File: src/rtl/mc_cu_pkg.sv
// Shared encodings for the multicycle MIPS control unit: FSM states, opcodes,
// funct codes, ALU operation codes and datapath mux selects.
package mc_cu_pkg;

    typedef enum logic [3:0] {
        S_IDLE     = 4'd0,
        S_FETCH    = 4'd1,
        S_DECODE   = 4'd2,
        S_MEMADR   = 4'd3,
        S_MEMREAD  = 4'd4,
        S_MEMWB    = 4'd5,
        S_MEMWRITE = 4'd6,
        S_EXECUTE  = 4'd7,
        S_ALUWB    = 4'd8,
        S_BRANCH   = 4'd9,
        S_IMMEX    = 4'd10,
        S_IMMWB    = 4'd11,
        S_JUMP     = 4'd12
    } state_t;

    localparam logic [5:0] OP_RTYPE = 6'b000000;
    localparam logic [5:0] OP_LW    = 6'b100011;
    localparam logic [5:0] OP_SW    = 6'b101011;
    localparam logic [5:0] OP_BEQ   = 6'b000100;
    localparam logic [5:0] OP_BNE   = 6'b000101;
    localparam logic [5:0] OP_ADDI  = 6'b001000;
    localparam logic [5:0] OP_ANDI  = 6'b001100;
    localparam logic [5:0] OP_ORI   = 6'b001101;
    localparam logic [5:0] OP_SLTI  = 6'b001010;
    localparam logic [5:0] OP_J     = 6'b000010;

    localparam logic [5:0] FN_ADD = 6'b100000;
    localparam logic [5:0] FN_SUB = 6'b100010;
    localparam logic [5:0] FN_AND = 6'b100100;
    localparam logic [5:0] FN_OR  = 6'b100101;
    localparam logic [5:0] FN_NOR = 6'b100111;
    localparam logic [5:0] FN_SLT = 6'b101010;

    localparam logic [2:0] ULA_AND = 3'b000;
    localparam logic [2:0] ULA_OR  = 3'b001;
    localparam logic [2:0] ULA_ADD = 3'b010;
    localparam logic [2:0] ULA_NOR = 3'b011;
    localparam logic [2:0] ULA_SUB = 3'b110;
    localparam logic [2:0] ULA_SLT = 3'b111;

    localparam logic [1:0] SRCB_REG    = 2'b00;
    localparam logic [1:0] SRCB_FOUR   = 2'b01;
    localparam logic [1:0] SRCB_IMM    = 2'b10;
    localparam logic [1:0] SRCB_IMMSH2 = 2'b11;

    localparam logic [1:0] PCSRC_ALU    = 2'b00;
    localparam logic [1:0] PCSRC_ALUOUT = 2'b01;
    localparam logic [1:0] PCSRC_JUMP   = 2'b10;

endpackage

File: src/rtl/mc_control_unit_if.sv
// Control-unit <-> datapath bundle. MC_CU_EXT_OPS_EN adds branch_ne/imm_zext.
interface mc_control_unit_if #(
    parameter int ULA_CTRL_W = 3
);
    logic [5:0]            op;
    logic [5:0]            funct;
    logic                  zero;
    logic                  mem_ready;
    logic                  mem_req;
    logic                  iord;
    logic                  mem_write;
    logic                  ir_write;
    logic                  reg_dst;
    logic                  mem_to_reg;
    logic                  reg_write;
    logic                  alu_src_a;
    logic [1:0]            alu_src_b;
    logic [1:0]            pc_src;
    logic                  pc_write;
    logic                  branch;
    logic                  pc_en;
    logic [ULA_CTRL_W-1:0] ula_control;
    logic                  illegal;
    logic [3:0]            state;
`ifdef MC_CU_EXT_OPS_EN
    logic                  branch_ne;
    logic                  imm_zext;
`endif

    modport master (
        input  op, funct, zero, mem_ready,
        output mem_req, iord, mem_write, ir_write, reg_dst, mem_to_reg, reg_write,
               alu_src_a, alu_src_b, pc_src, pc_write, branch, pc_en,
               ula_control, illegal, state
`ifdef MC_CU_EXT_OPS_EN
        , output branch_ne, imm_zext
`endif
    );

    modport slave (
        output op, funct, zero, mem_ready,
        input  mem_req, iord, mem_write, ir_write, reg_dst, mem_to_reg, reg_write,
               alu_src_a, alu_src_b, pc_src, pc_write, branch, pc_en,
               ula_control, illegal, state
`ifdef MC_CU_EXT_OPS_EN
        , input branch_ne, imm_zext
`endif
    );

endinterface

File: src/rtl/alu_decoder.sv
// R-type funct decoder: ALU operation code plus a legality flag for the funct.
module alu_decoder
    import mc_cu_pkg::*;
(
    input  logic [5:0] funct_i,
    output logic [2:0] ula_o,
    output logic       legal_o
);

    always_comb begin
        ula_o   = ULA_ADD;
        legal_o = 1'b1;
        unique case (funct_i)
            FN_ADD:  ula_o = ULA_ADD;
            FN_SUB:  ula_o = ULA_SUB;
            FN_AND:  ula_o = ULA_AND;
            FN_OR:   ula_o = ULA_OR;
            FN_NOR:  ula_o = ULA_NOR;
            FN_SLT:  ula_o = ULA_SLT;
            default: legal_o = 1'b0;
        endcase
    end

endmodule

File: src/rtl/mc_control_unit.sv
// Multicycle MIPS control unit: Moore FSM sequencing each instruction over the
// shared-ALU, single-memory datapath. Define MC_CU_EXT_OPS_EN for BNE/ANDI/ORI/SLTI.
module mc_control_unit
    import mc_cu_pkg::*;
#(
    parameter int ULA_CTRL_W = 3,
    parameter int MEM_WAIT   = 1
) (
    input  logic               clk,
    input  logic               rst_n,
    mc_control_unit_if.master  bus
);

    state_t state_q, state_d;
    logic   run_q;
    logic   ready;
    logic   fn_legal;
    logic   [2:0] fn_ula;
    logic   [2:0] ula3;
    logic   [ULA_CTRL_W-1:0] ula_full;
    logic   is_r, is_lw, is_sw, is_beq, is_j, is_addi, is_bne, is_imm_ext, op_legal;
    logic   pc_write, branch, branch_ne, illegal;

    assign ready = (MEM_WAIT != 0) ? bus.mem_ready : 1'b1;

    alu_decoder u_alu_decoder (
        .funct_i (bus.funct),
        .ula_o   (fn_ula),
        .legal_o (fn_legal)
    );

    assign is_r    = (bus.op == OP_RTYPE);
    assign is_lw   = (bus.op == OP_LW);
    assign is_sw   = (bus.op == OP_SW);
    assign is_beq  = (bus.op == OP_BEQ);
    assign is_j    = (bus.op == OP_J);
    assign is_addi = (bus.op == OP_ADDI);
`ifdef MC_CU_EXT_OPS_EN
    assign is_bne     = (bus.op == OP_BNE);
    assign is_imm_ext = (bus.op == OP_ANDI) || (bus.op == OP_ORI) || (bus.op == OP_SLTI);
`else
    assign is_bne     = 1'b0;
    assign is_imm_ext = 1'b0;
`endif
    assign op_legal = (is_r & fn_legal) | is_lw | is_sw | is_beq | is_bne | is_j |
                      is_addi | is_imm_ext;

    // IDLE waits one extra edge after reset release via run_q.
    always_comb begin
        state_d = state_q;
        unique case (state_q)
            S_IDLE:     if (run_q) state_d = S_FETCH;
            S_FETCH:    if (ready) state_d = S_DECODE;
            S_DECODE: begin
                if (!op_legal)              state_d = S_FETCH;
                else if (is_r)              state_d = S_EXECUTE;
                else if (is_lw || is_sw)    state_d = S_MEMADR;
                else if (is_beq || is_bne)  state_d = S_BRANCH;
                else if (is_j)              state_d = S_JUMP;
                else                        state_d = S_IMMEX;
            end
            S_MEMADR:   state_d = is_lw ? S_MEMREAD : S_MEMWRITE;
            S_MEMREAD:  if (ready) state_d = S_MEMWB;
            S_MEMWRITE: if (ready) state_d = S_FETCH;
            S_EXECUTE:  state_d = S_ALUWB;
            S_IMMEX:    state_d = S_IMMWB;
            S_MEMWB, S_ALUWB, S_IMMWB, S_BRANCH, S_JUMP: state_d = S_FETCH;
            default:    state_d = S_IDLE;
        endcase
    end

    always_comb begin
        bus.mem_req    = 1'b0;
        bus.iord       = 1'b0;
        bus.mem_write  = 1'b0;
        bus.ir_write   = 1'b0;
        bus.reg_dst    = 1'b0;
        bus.mem_to_reg = 1'b0;
        bus.reg_write  = 1'b0;
        bus.alu_src_a  = 1'b0;
        bus.alu_src_b  = SRCB_REG;
        bus.pc_src     = PCSRC_ALU;
        pc_write       = 1'b0;
        branch         = 1'b0;
        branch_ne      = 1'b0;
        illegal        = 1'b0;
        ula3           = ULA_AND;
`ifdef MC_CU_EXT_OPS_EN
        bus.imm_zext   = 1'b0;
`endif
        unique case (state_q)
            S_FETCH: begin
                bus.mem_req   = 1'b1;
                bus.alu_src_b = SRCB_FOUR;
                ula3          = ULA_ADD;
                bus.ir_write  = ready;
                pc_write      = ready;
            end
            S_DECODE: begin
                bus.alu_src_b = SRCB_IMMSH2;
                ula3          = ULA_ADD;
                illegal       = ~op_legal;
            end
            S_MEMADR: begin
                bus.alu_src_a = 1'b1;
                bus.alu_src_b = SRCB_IMM;
                ula3          = ULA_ADD;
            end
            S_MEMREAD: begin
                bus.mem_req = 1'b1;
                bus.iord    = 1'b1;
            end
            S_MEMWB: begin
                bus.mem_to_reg = 1'b1;
                bus.reg_write  = 1'b1;
            end
            S_MEMWRITE: begin
                bus.mem_req   = 1'b1;
                bus.iord      = 1'b1;
                bus.mem_write = 1'b1;
            end
            S_EXECUTE: begin
                bus.alu_src_a = 1'b1;
                bus.alu_src_b = SRCB_REG;
                ula3          = fn_ula;
            end
            S_ALUWB: begin
                bus.reg_dst   = 1'b1;
                bus.reg_write = 1'b1;
            end
            S_BRANCH: begin
                bus.alu_src_a = 1'b1;
                bus.pc_src    = PCSRC_ALUOUT;
                ula3          = ULA_SUB;
                branch        = ~is_bne;
                branch_ne     = is_bne;
            end
            S_IMMEX: begin
                bus.alu_src_a = 1'b1;
                bus.alu_src_b = SRCB_IMM;
                ula3          = ULA_ADD;
`ifdef MC_CU_EXT_OPS_EN
                if (bus.op == OP_ANDI) begin
                    ula3         = ULA_AND;
                    bus.imm_zext = 1'b1;
                end else if (bus.op == OP_ORI) begin
                    ula3         = ULA_OR;
                    bus.imm_zext = 1'b1;
                end else if (bus.op == OP_SLTI) begin
                    ula3         = ULA_SLT;
                end
`endif
            end
            S_IMMWB:    bus.reg_write = 1'b1;
            S_JUMP: begin
                bus.pc_src = PCSRC_JUMP;
                pc_write   = 1'b1;
            end
            default: ;
        endcase
    end

    always_comb begin
        ula_full      = '0;
        ula_full[2:0] = ula3;
    end

    assign bus.ula_control = ula_full;
    assign bus.pc_write    = pc_write;
    assign bus.branch      = branch;
    assign bus.illegal     = illegal;
    assign bus.pc_en       = pc_write | (branch & bus.zero) | (branch_ne & ~bus.zero);
    assign bus.state       = state_q;
`ifdef MC_CU_EXT_OPS_EN
    assign bus.branch_ne   = branch_ne;
`endif

    always_ff @(posedge clk or negedge rst_n) begin
        if (!rst_n) begin
            state_q <= S_IDLE;
            run_q   <= 1'b0;
        end else begin
            state_q <= state_d;
            run_q   <= 1'b1;
        end
    end

endmodule

File: src/flat_wrapper.sv
// flat-port wrapper written by rule: the top's interface ports become plain ports
module mc_control_unit_flat import mc_cu_pkg::*;
#(
    parameter int ULA_CTRL_W = 3,
    parameter int MEM_WAIT   = 1
)
  (clk, rst_n, bus_op, bus_funct, bus_zero, bus_mem_ready, bus_mem_req, bus_iord, bus_mem_write, bus_ir_write, bus_reg_dst, bus_mem_to_reg, bus_reg_write, bus_alu_src_a, bus_alu_src_b, bus_pc_src, bus_pc_write, bus_branch, bus_pc_en, bus_ula_control, bus_illegal, bus_state);
  mc_control_unit_if #(.ULA_CTRL_W(ULA_CTRL_W)) bus_i ();
  input  logic clk;
  input  logic rst_n;
  input wire logic [$bits(bus_i.op)-1:0] bus_op;
  input wire logic [$bits(bus_i.funct)-1:0] bus_funct;
  input wire logic [$bits(bus_i.zero)-1:0] bus_zero;
  input wire logic [$bits(bus_i.mem_ready)-1:0] bus_mem_ready;
  output wire logic [$bits(bus_i.mem_req)-1:0] bus_mem_req;
  output wire logic [$bits(bus_i.iord)-1:0] bus_iord;
  output wire logic [$bits(bus_i.mem_write)-1:0] bus_mem_write;
  output wire logic [$bits(bus_i.ir_write)-1:0] bus_ir_write;
  output wire logic [$bits(bus_i.reg_dst)-1:0] bus_reg_dst;
  output wire logic [$bits(bus_i.mem_to_reg)-1:0] bus_mem_to_reg;
  output wire logic [$bits(bus_i.reg_write)-1:0] bus_reg_write;
  output wire logic [$bits(bus_i.alu_src_a)-1:0] bus_alu_src_a;
  output wire logic [$bits(bus_i.alu_src_b)-1:0] bus_alu_src_b;
  output wire logic [$bits(bus_i.pc_src)-1:0] bus_pc_src;
  output wire logic [$bits(bus_i.pc_write)-1:0] bus_pc_write;
  output wire logic [$bits(bus_i.branch)-1:0] bus_branch;
  output wire logic [$bits(bus_i.pc_en)-1:0] bus_pc_en;
  output wire logic [$bits(bus_i.ula_control)-1:0] bus_ula_control;
  output wire logic [$bits(bus_i.illegal)-1:0] bus_illegal;
  output wire logic [$bits(bus_i.state)-1:0] bus_state;
  assign bus_i.op = bus_op;
  assign bus_i.funct = bus_funct;
  assign bus_i.zero = bus_zero;
  assign bus_i.mem_ready = bus_mem_ready;
  assign bus_mem_req = bus_i.mem_req;
  assign bus_iord = bus_i.iord;
  assign bus_mem_write = bus_i.mem_write;
  assign bus_ir_write = bus_i.ir_write;
  assign bus_reg_dst = bus_i.reg_dst;
  assign bus_mem_to_reg = bus_i.mem_to_reg;
  assign bus_reg_write = bus_i.reg_write;
  assign bus_alu_src_a = bus_i.alu_src_a;
  assign bus_alu_src_b = bus_i.alu_src_b;
  assign bus_pc_src = bus_i.pc_src;
  assign bus_pc_write = bus_i.pc_write;
  assign bus_branch = bus_i.branch;
  assign bus_pc_en = bus_i.pc_en;
  assign bus_ula_control = bus_i.ula_control;
  assign bus_illegal = bus_i.illegal;
  assign bus_state = bus_i.state;
  mc_control_unit #(.ULA_CTRL_W(ULA_CTRL_W), .MEM_WAIT(MEM_WAIT)) u_core (.clk(clk), .rst_n(rst_n), .bus(bus_i));
endmodule
File: config.mk
export PLATFORM = sky130hd
export DESIGN_NAME = mc_control_unit_flat
export DESIGN_NICKNAME = d
export VERILOG_FILES = /design/src/rtl/mc_cu_pkg.sv /design/src/rtl/mc_control_unit_if.sv /design/src/rtl/alu_decoder.sv /design/src/rtl/mc_control_unit.sv /design/src/flat_wrapper.sv
export SDC_FILE = /design/constraint.sdc
export NUM_CORES = 1
export LEC_CHECK = 0
export CAP_MARGIN = 30
export CORE_MARGIN = 8
export CORE_UTILIZATION = 30
export CTS_CLUSTER_DIAMETER = 100
export DETAILED_ROUTE_END_ITERATION = 12
export SLEW_MARGIN = 5
export SYNTH_ARGS = -nofsm -noshare
export SYNTH_HDL_FRONTEND = slang
export SYNTH_SLANG_ARGS = --single-unit
File: constraint.sdc
create_clock -name clk -period 1.6 [get_ports clk]
set_clock_uncertainty 0.1 [all_clocks]
set_input_delay 0.16 -clock clk [delete_from_list [all_inputs] [get_ports clk]]
set_output_delay 0.16 -clock clk [all_outputs]
set_load 0.05 [all_outputs]
**Word-level counts from Yosys, hierarchy flattened**

Index checks and enable logic that the tools add are counted.

- Register bits after elaboration: 5
- Output and inout port bits: 23
- Word-level logic and storage cells: 77

- Multiplexer cells: 27
- Equality and inequality tests: 27
- Reductions and logical operators: 12
- Bitwise operators: 9

Operator list:

| operator | count |
|---|---|
| == test 6 bit, second input constant | 8 |
| one-hot mux 4 bit (9 select lines) | 1 |
| 2-to-1 mux 4 bit | 8 |
| == test 4 bit, second input constant | 5 |
| == test 4 x 3 -> 1 bit, second input constant | 4 |
| one-hot mux 3 bit (5 select lines) | 1 |
| 2-to-1 mux 1 bit | 11 |
| one-hot mux 3 bit (3 select lines) | 1 |
| == test 4 x 2 -> 1 bit, second input constant | 2 |
| OR reduction 4 bit | 2 |
| == test 6 x 2 -> 1 bit, second input constant | 1 |
| == test 6 x 3 -> 1 bit, second input constant | 1 |
| == test 6 x 4 -> 1 bit, second input constant | 1 |
| zero test 6 bit | 1 |
| inequality test 2 bit, second input constant | 3 |
| OR 1 bit | 6 |
| one-hot mux 2 bit (3 select lines) | 1 |
| OR reduction 3 bit | 2 |
| OR reduction 6 bit | 1 |
| OR reduction 5 bit | 1 |
| == test 4 x 1 -> 1 bit, second input constant | 1 |
| zero test 4 bit | 1 |
| one-hot mux 2 bit (2 select lines) | 1 |
| AND reduction 4 bit | 1 |
| 8 further kinds | 10 |

**Depth between registers and ports, before layout**

Gate-level depths: netlist of the first run.

- Depth after elaboration: 11
- Mapped depth: 6

**Cells and area by module**

Synthesis of the first run repeated with hierarchy kept, for this count alone.

- Cells, all modules: 111
- Area, all modules: 752.0 µm²

Modules (own cells, without submodules):

| module | area an instance (µm²) | instances | cells each |
|---|---|---|---|
| mc_control_unit | 669.4 | 1 | 102 |
| alu_decoder | 82.6 | 1 | 9 |

**Least setup slack after synthesis of the first run**

Ideal clock, no wire load.

- Kind: register to output
- Start point: reg u_core.state_q[2], in the netlist u_core.bus.state[2]
- End point: out bus_pc_en
- Slack: -1633 ps
- Buffers on the path: 1
- Data required time: 1340 ps
- Arrival: 2973 ps
- Cell stages (with the launch flop): 6
- Cell sequence: dfrtp_1 > buf_2 > nand2_1 > nor3_1 > or2_1 > a21o_1

RTL lines:

| what | RTL line | RTL |
|---|---|---|
| start, declared | mc_control_unit.sv:14 | `state_t state_q, state_d;` |
| start signal, assigned | mc_control_unit.sv:183 | `state_q <= state_d;` |
| == test 4 bit or == test 4 x 1 -> 1 bit (tied branches) | mc_control_unit.sv:91 | `unique case (state_q)` |
| one-hot mux 1 bit (2 select lines) * | mc_control_unit.sv:91 |  |
| net bus_pc_write | flat_wrapper.sv:25 | `output wire logic [$bits(bus_i.pc_write)-1:0] bus_pc_write;` |
| OR 1 bit * | mc_control_unit.sv:172 | `assign bus.pc_en = pc_write \| (branch & bus.zero) \| (branch_ne & ~bus.zero);` |
| end, declared | flat_wrapper.sv:27 | `output wire logic [$bits(bus_i.pc_en)-1:0] bus_pc_en;` |

The timed path passes the listed nets; every way through them passes the cells marked *.

**Worst setup path after layout of the first run**

- Start point: reg u_core.state_q[1], in the netlist u_core.bus.state[1]
- End point: out bus_alu_src_a

- Word-level cells in the longest chain between the ends: 3

RTL lines:

| what | RTL line | RTL |
|---|---|---|
| == test 4 x 2 -> 1 bit (tied with other cells) | mc_control_unit.sv:91 |  |
| OR reduction 4 bit (no source line) * | - |  |
| 2-to-1 mux 1 bit * | mc_control_unit.sv:91 |  |
| end, declared | flat_wrapper.sv:22 | `output wire logic [$bits(bus_i.alu_src_a)-1:0] bus_alu_src_a;` |

Mark *: on every way between the ends. The rest lies on a longest branch, timed or not.

==> run metrics, run 1 <==
P per Cell Area=1780 mW/mm^2; worst-path maximum fanout=5; Worst path max stage delay=0.43 ns; Pint=1.99 mW; CP required=1.34 ns; HP Class=primary input to asynchronous set/reset pin; Starting Density=0.307; ant diodes=0; CP Class=flip-flop to output port; dpl hpwl=2650 microns; CP endpoint kind=output port; length of the first detailed-routing pass in iterations=4; sequential power share=0.065; DR vias=1194; CTS Buf Count=3; CTS tree=done; register clock-pin slew on the reported worst setup and hold paths=0.05 ns; Net Sw Frac=0.483; clk buf depth=2; DP Cell Count=208; Lkg Pwr=0.937 nW; RSZ-0062 raised after global routing=true; # nets final=215; DR iter-0 viols=33; arrival time worst endpoint=1.57 ns; slowest CP cell=dfrtp_2; FP Rows=18; Switch Pwr=1.86 mW; dominant synthesized flop cell=dfrtp_1; H-tree depth=1; Gate Count Post-Synth=101; synthesized cell area=733 sq um; Max-Cap Viols=0; power share of the clock group=0.039; WL final=4040 microns; final cell count without fillers=228; async set-reset flop share out of synthesis=1.00; number of global-route vias before repair=1182; most frequent cells in the layout=buf_4 (52), buf_12 (24), buf_6 (7); minimum clock period=1.83 ns; TNS Setup=-2.15 ns; Die W=65.4 microns; worst r2r path cells=5; Core Region=0.00239 sq mm; flops & latches, synth=5; Die Ht=65.4 microns; largest net degree at the start of global routing=14; GRT Resource Usage Total=0.164; global-route wire length before repair=5780 microns; worst vdd ir=0.00187 V; number of enable flip-flop cells after synthesis=0; Synthesis Warnings=0; min setup slack post-route=-0.230 ns; Root Buffer Master=clkbuf_4; final total power=3.86 mW; most common cell after layout, fill and taps aside=buf_4; Fillers=105; initial antenna violation count=0; worst-skew pair later-pin latency=0.25 ns; Avg Inst Size Synth=7.26 sq um; Layout area overhead=195%; fin crit share=1.14; layout cells sized above 1=0.702; Yosys cell types=46; CP Launch Type=flip-flop; routability cong.=0.795; Final Setup Violations=19; CTS sink cnt=5; status=finished, violations left; Post-Syn Nets=117; drt wl/cell=17.7 microns; Max Slew Vio Count=0; sequential share of the synthesized area=0.171; final hold violation count=0; Comb pwr share=0.896; IO buf count=38; DRT antenna net count=0; IO Count=39; Final Util=0.907; DR vias/cell=5.24; die outline area=0.00428 sq mm; failing checks=negative setup slack; gr ovfl total=0; hold buffers post-CTS=0; fmax=546 MHz; number of remaining DRC errors=0; CP Cell Sequence=nor2b_2 -> nor2_1 -> or3_1 -> o21ai_4 -> buf_12
[Yosys cell counts (2+ instances only)]
cell      count  area [sq um]
nor2_1       11          41.3
nand2_1      10          37.5
nor3_1        7          35.0
dfrtp_1       5           125
nand2b_1      5          31.3
buf_2         4          20.0
nor2b_1       4          25.0
a21oi_1       3          15.0
buf_4         3          22.5
inv_1         3          11.3
mux2i_1       3          30.0
o21ai_0       3          15.0
o21ai_1       3          15.0
a21o_1        2          15.0
clkbuf_1      2          7.51
or3_1         2          12.5
xnor2_1       2          17.5
[per-stage QoR]
step,hold slack (ns),instance area (sq um),setup WS (ns)
after floorplan,-0.236,963,-0.404
after global placement,0.296,1890,-0.329
after detailed placement,0.300,1890,-0.384
after CTS,0.0385,2070,-0.189
after global routing,0.0455,2170,-0.277
final,0.0304,2170,-0.230
[cells by family (layout without fill, tap and decap cells)]
group / after synthesis / in the layout / synth area share
DFF: 5 / 5 / 0.171
and+or+nand+nor: 52 / 52 / 0.404
other: 1 / 1 / 0.00511
AOI/OAI and AO/OA: 25 / 25 / 0.256
xor gates and xnor gates: 2 / 2 / 0.0239
muxes: 4 / 4 / 0.0563
buffers and inverters: 12 / 109 / 0.0836
[flip-flops by register name, summed over array words and instances, names as in the netlist]
signal	flops
u_core.run_q	1
u_core.bus.state	4
[repair_timing]
item,in CTS,in global routing
setup buffers,12,6
resized for setup,36,16
setup endpoints to repair,21,22
pin swaps,12,8
hold endpoints to repair,0,0
[critical path: cells and delay by family, from the launching register on]
family                 cells  cell delay (ns)
AND/OR/NAND/NOR            3             0.65
AO/OA/AOI/OAI              1             0.09
flip-flops                 1             0.43
buffers and inverters      1             0.15
[final cells by class]
cell class / count / area (sq um) / area share
well taps: 30 / 37.5 / 0.0173
multi-input cells: 84 / 823 / 0.380
inverters: 3 / 11.3 / 0.00520
repair buffers: 102 / 1140 / 0.525
flip-flops and latches: 5 / 130 / 0.0601
clock buffers: 4 / 26.3 / 0.0121
[power groups by stage]
stage               registers [mW]  logic (mW)  clock network [mW]
finish                       0.250        3.46               0.152
global route                 0.256        3.60               0.164
CTS                          0.234        3.23               0.152
detailed placement           0.246        2.94                   0
global placement             0.246        2.91                   0
floorplan                    0.341        1.55                   0
[metal layers]
layer / wire length [microns] / GRT usage / up-vias
met3: 189 / 0.0357 / 2
met2: 2170 / 0.293 / 39
met1: 1650 / 0.205 / 591
met4: 21 / 0.00817 / 0
met5: 0 / 0 / -
li1: - / - / 562
[worst paths after layout]
| path | endpoint | startpoint | slack [ns] |
|---|---|---|---|
| max | bus_alu_src_a | u_core.bus.state[1] | -0.23 |
| min | u_core.bus.state[0] | rst_n | 0.03 |
| max reg2reg | u_core.bus.state[1] | u_core.bus.state[1] | -0.13 |
| min reg2reg | u_core.bus.state[0] | u_core.run_q | 0.51 |
| max in group asynchronous | u_core.bus.state[2] | rst_n | 1.15 |
| min in group clk | u_core.bus.state[3] | bus_op[4] | 0.23 |
Power figures use the tool's default switching activity.
==> inputs of run 2 (changes only) <==
--- a/config.mk
+++ b/config.mk
@@ -8,7 +8,6 @@
 export CAP_MARGIN = 30
 export CORE_MARGIN = 8
 export CORE_UTILIZATION = 30
-export CTS_CLUSTER_DIAMETER = 100
 export DETAILED_ROUTE_END_ITERATION = 12
 export SLEW_MARGIN = 5
 export SYNTH_ARGS = -nofsm -noshare
==> constraint.sdc (replaced) <==
create_clock -name clk -period 2.25 [get_ports clk]
set_clock_uncertainty 0.1 [all_clocks]
set_input_delay 0.225 -clock clk [delete_from_list [all_inputs] [get_ports clk]]
set_output_delay 0.225 -clock clk [all_outputs]
set_load 0.05 [all_outputs]
==> run metrics, run 2 (synthesized netlist as in run 1, its figures left out) <==
status=finished clean; WL final=2560 microns (-37%); fin crit share=0.978; slew margin rel.=0.667; post-place setup slack=0.0191 ns (+0.403 ns); worst-path maximum fanout=4 (-1); DR vias/cell=5.38 (+2.7%); max reg flops=4 (unchanged); HP Class=primary input to asynchronous set/reset pin; CP Cell Sequence=clkdlybuf4s50_1 -> or3_4 -> nor4_4 -> a32oi_2 -> nor2b_2 -> buf_12; ant diodes=0 (unchanged); CP Class=primary input to output port; worst-skew pair later-pin latency=0.24 ns (about the same); die outline area=0.00428 sq mm (unchanged); Starting Density=0.307 (unchanged); CTS sink cnt=5 (unchanged); H-tree depth=1 (unchanged); # nets final=156 (-27%); CTS Buf Count=3 (unchanged); Max Slew Vio Count=0 (unchanged); GRT Resource Usage Total=0.121 (-0.0436); final total power=1.88 mW (-51%); dpl hpwl=2170 microns (-18%); final cell count without fillers=169 (-26%); largest net degree at the start of global routing=15 (+1); initial antenna violation count=0 (unchanged); Core Region=0.00239 sq mm (unchanged); Worst path top cell family by delay=simple AND/OR/NAND/NOR gates; Fillers=230 (+120%); CP required=1.92 ns (+0.58 ns); CP endpoint kind=output port; most frequent cells in the layout=buf_12 (19), clkdlybuf4s50_1 (16), nand2_1 (10), nor2_1 (10), buf_4 (8); Die W=65.4 microns (unchanged); global-route wire length before repair=4330 microns (-25%); Worst path max stage delay=0.47 ns (+0.04 ns); CP Launch Type=primary input; DR iter-0 viols=18 (-45%); final hold violation count=0 (unchanged); min setup slack post-route=0.0499 ns (+0.280 ns); P per Cell Area=1320 mW/mm^2 (-26%); worst-margin pin slew=0.498 ns; minimum clock period=2.20 ns; worst vdd ir=0.000837 V (-55%); Max-Cap Viols=0 (unchanged); layout cells sized above 1=0.367 (-0.335); clk buf depth=2 (unchanged); DR vias=909 (-24%); FP Rows=18 (unchanged); drt wl/cell=15.1 microns (-14%); Layout area overhead=93.9%; gr ovfl total=0 (unchanged); hold buffers post-CTS=0 (unchanged); Final Setup Violations=0 (-19); CTS tree=done; register clock-pin slew on the reported worst setup and hold paths=0.05 ns (about the same); slowest CP cell=clkdlybuf4s50_1; WP buf/inv=2 (+1); DP Cell Count=165 (-21%); IO buf count=38 (unchanged); post-CTS setup buffer count=0 (-12); arrival time worst endpoint=1.88 ns (+0.31 ns); cts repair resizes=0 (-100%); number of global-route vias before repair=953 (-19%); routability cong.=0.807 (+1.5%); DRT antenna net count=0 (unchanged); number of remaining DRC errors=0 (unchanged); Lkg Pwr=0.548 nW (-41%); fmax=455 MHz; IO Count=39 (unchanged); most common cell after layout, fill and taps aside=buf_12; length of the first detailed-routing pass in iterations=6 (+2); Root Buffer Master=clkbuf_4; Die Ht=65.4 microns (unchanged)
==> run 2: power breakdown <==
group          internal [mW]  switching (mW)
sequential             0.120          0.0917
combinational          0.687           0.874
clock                 0.0671          0.0371
total                  0.875            1.00
==> run 2: layout make-up <==
cell class	instances	area, sq um	share of cell area
multi-input cells	84	618	0.435
repair buffers	43	601	0.423
flip-flops and latches	5	128	0.0898
well taps	30	37.5	0.0264
clock buffers	4	26.3	0.0185
inverters	3	11.3	0.00792
==> run 2: final timing paths <==
check | startpoint | end | slack [ns] | cells after the start
max in group asynchronous | rst_n | u_core.bus.state[2] | 1.76 | 1
min reg2reg | u_core.run_q | u_core.bus.state[0] | 0.52 | 2
max reg2reg | u_core.bus.state[1] | u_core.bus.state[2] | 0.44 | 4
max | bus_op[4] | bus_illegal | 0.05 | 6
min in group clk | u_core.run_q | u_core.bus.state[0] | 0.52 | 2
min | rst_n | u_core.bus.state[0] | 0.09 | 1
==> run 2: per-layer routing <==
layer	vias up	track usage	wire length, microns
met5	-	0	0
met4	0	0.0381	15
met3	2	0.0187	163
met2	27	0.224	1390
met1	432	0.136	988
li1	448	-	-
==> run 2: worst reg2reg max path, cell delays in order, from the launching register on <==
cell     delay (ns)
dfrtp_2        0.53
nor2b_1        0.26
nand2_1        0.18
or4_1          0.51
o21ai_1        0.15
==> run 2: through the flow <==
stage	setup TNS (ns)	area, sq um	hold WS, ns	util
final	0	1420	0.0948	0.595
after global routing	-0.0315	1420	0.124	0.595
after CTS	0	1410	0.102	0.589
after detailed placement	0	1380	0.360	0.578
after global placement	0	1380	0.350	0.578
after floorplan	-0.456	792	-0.171	-
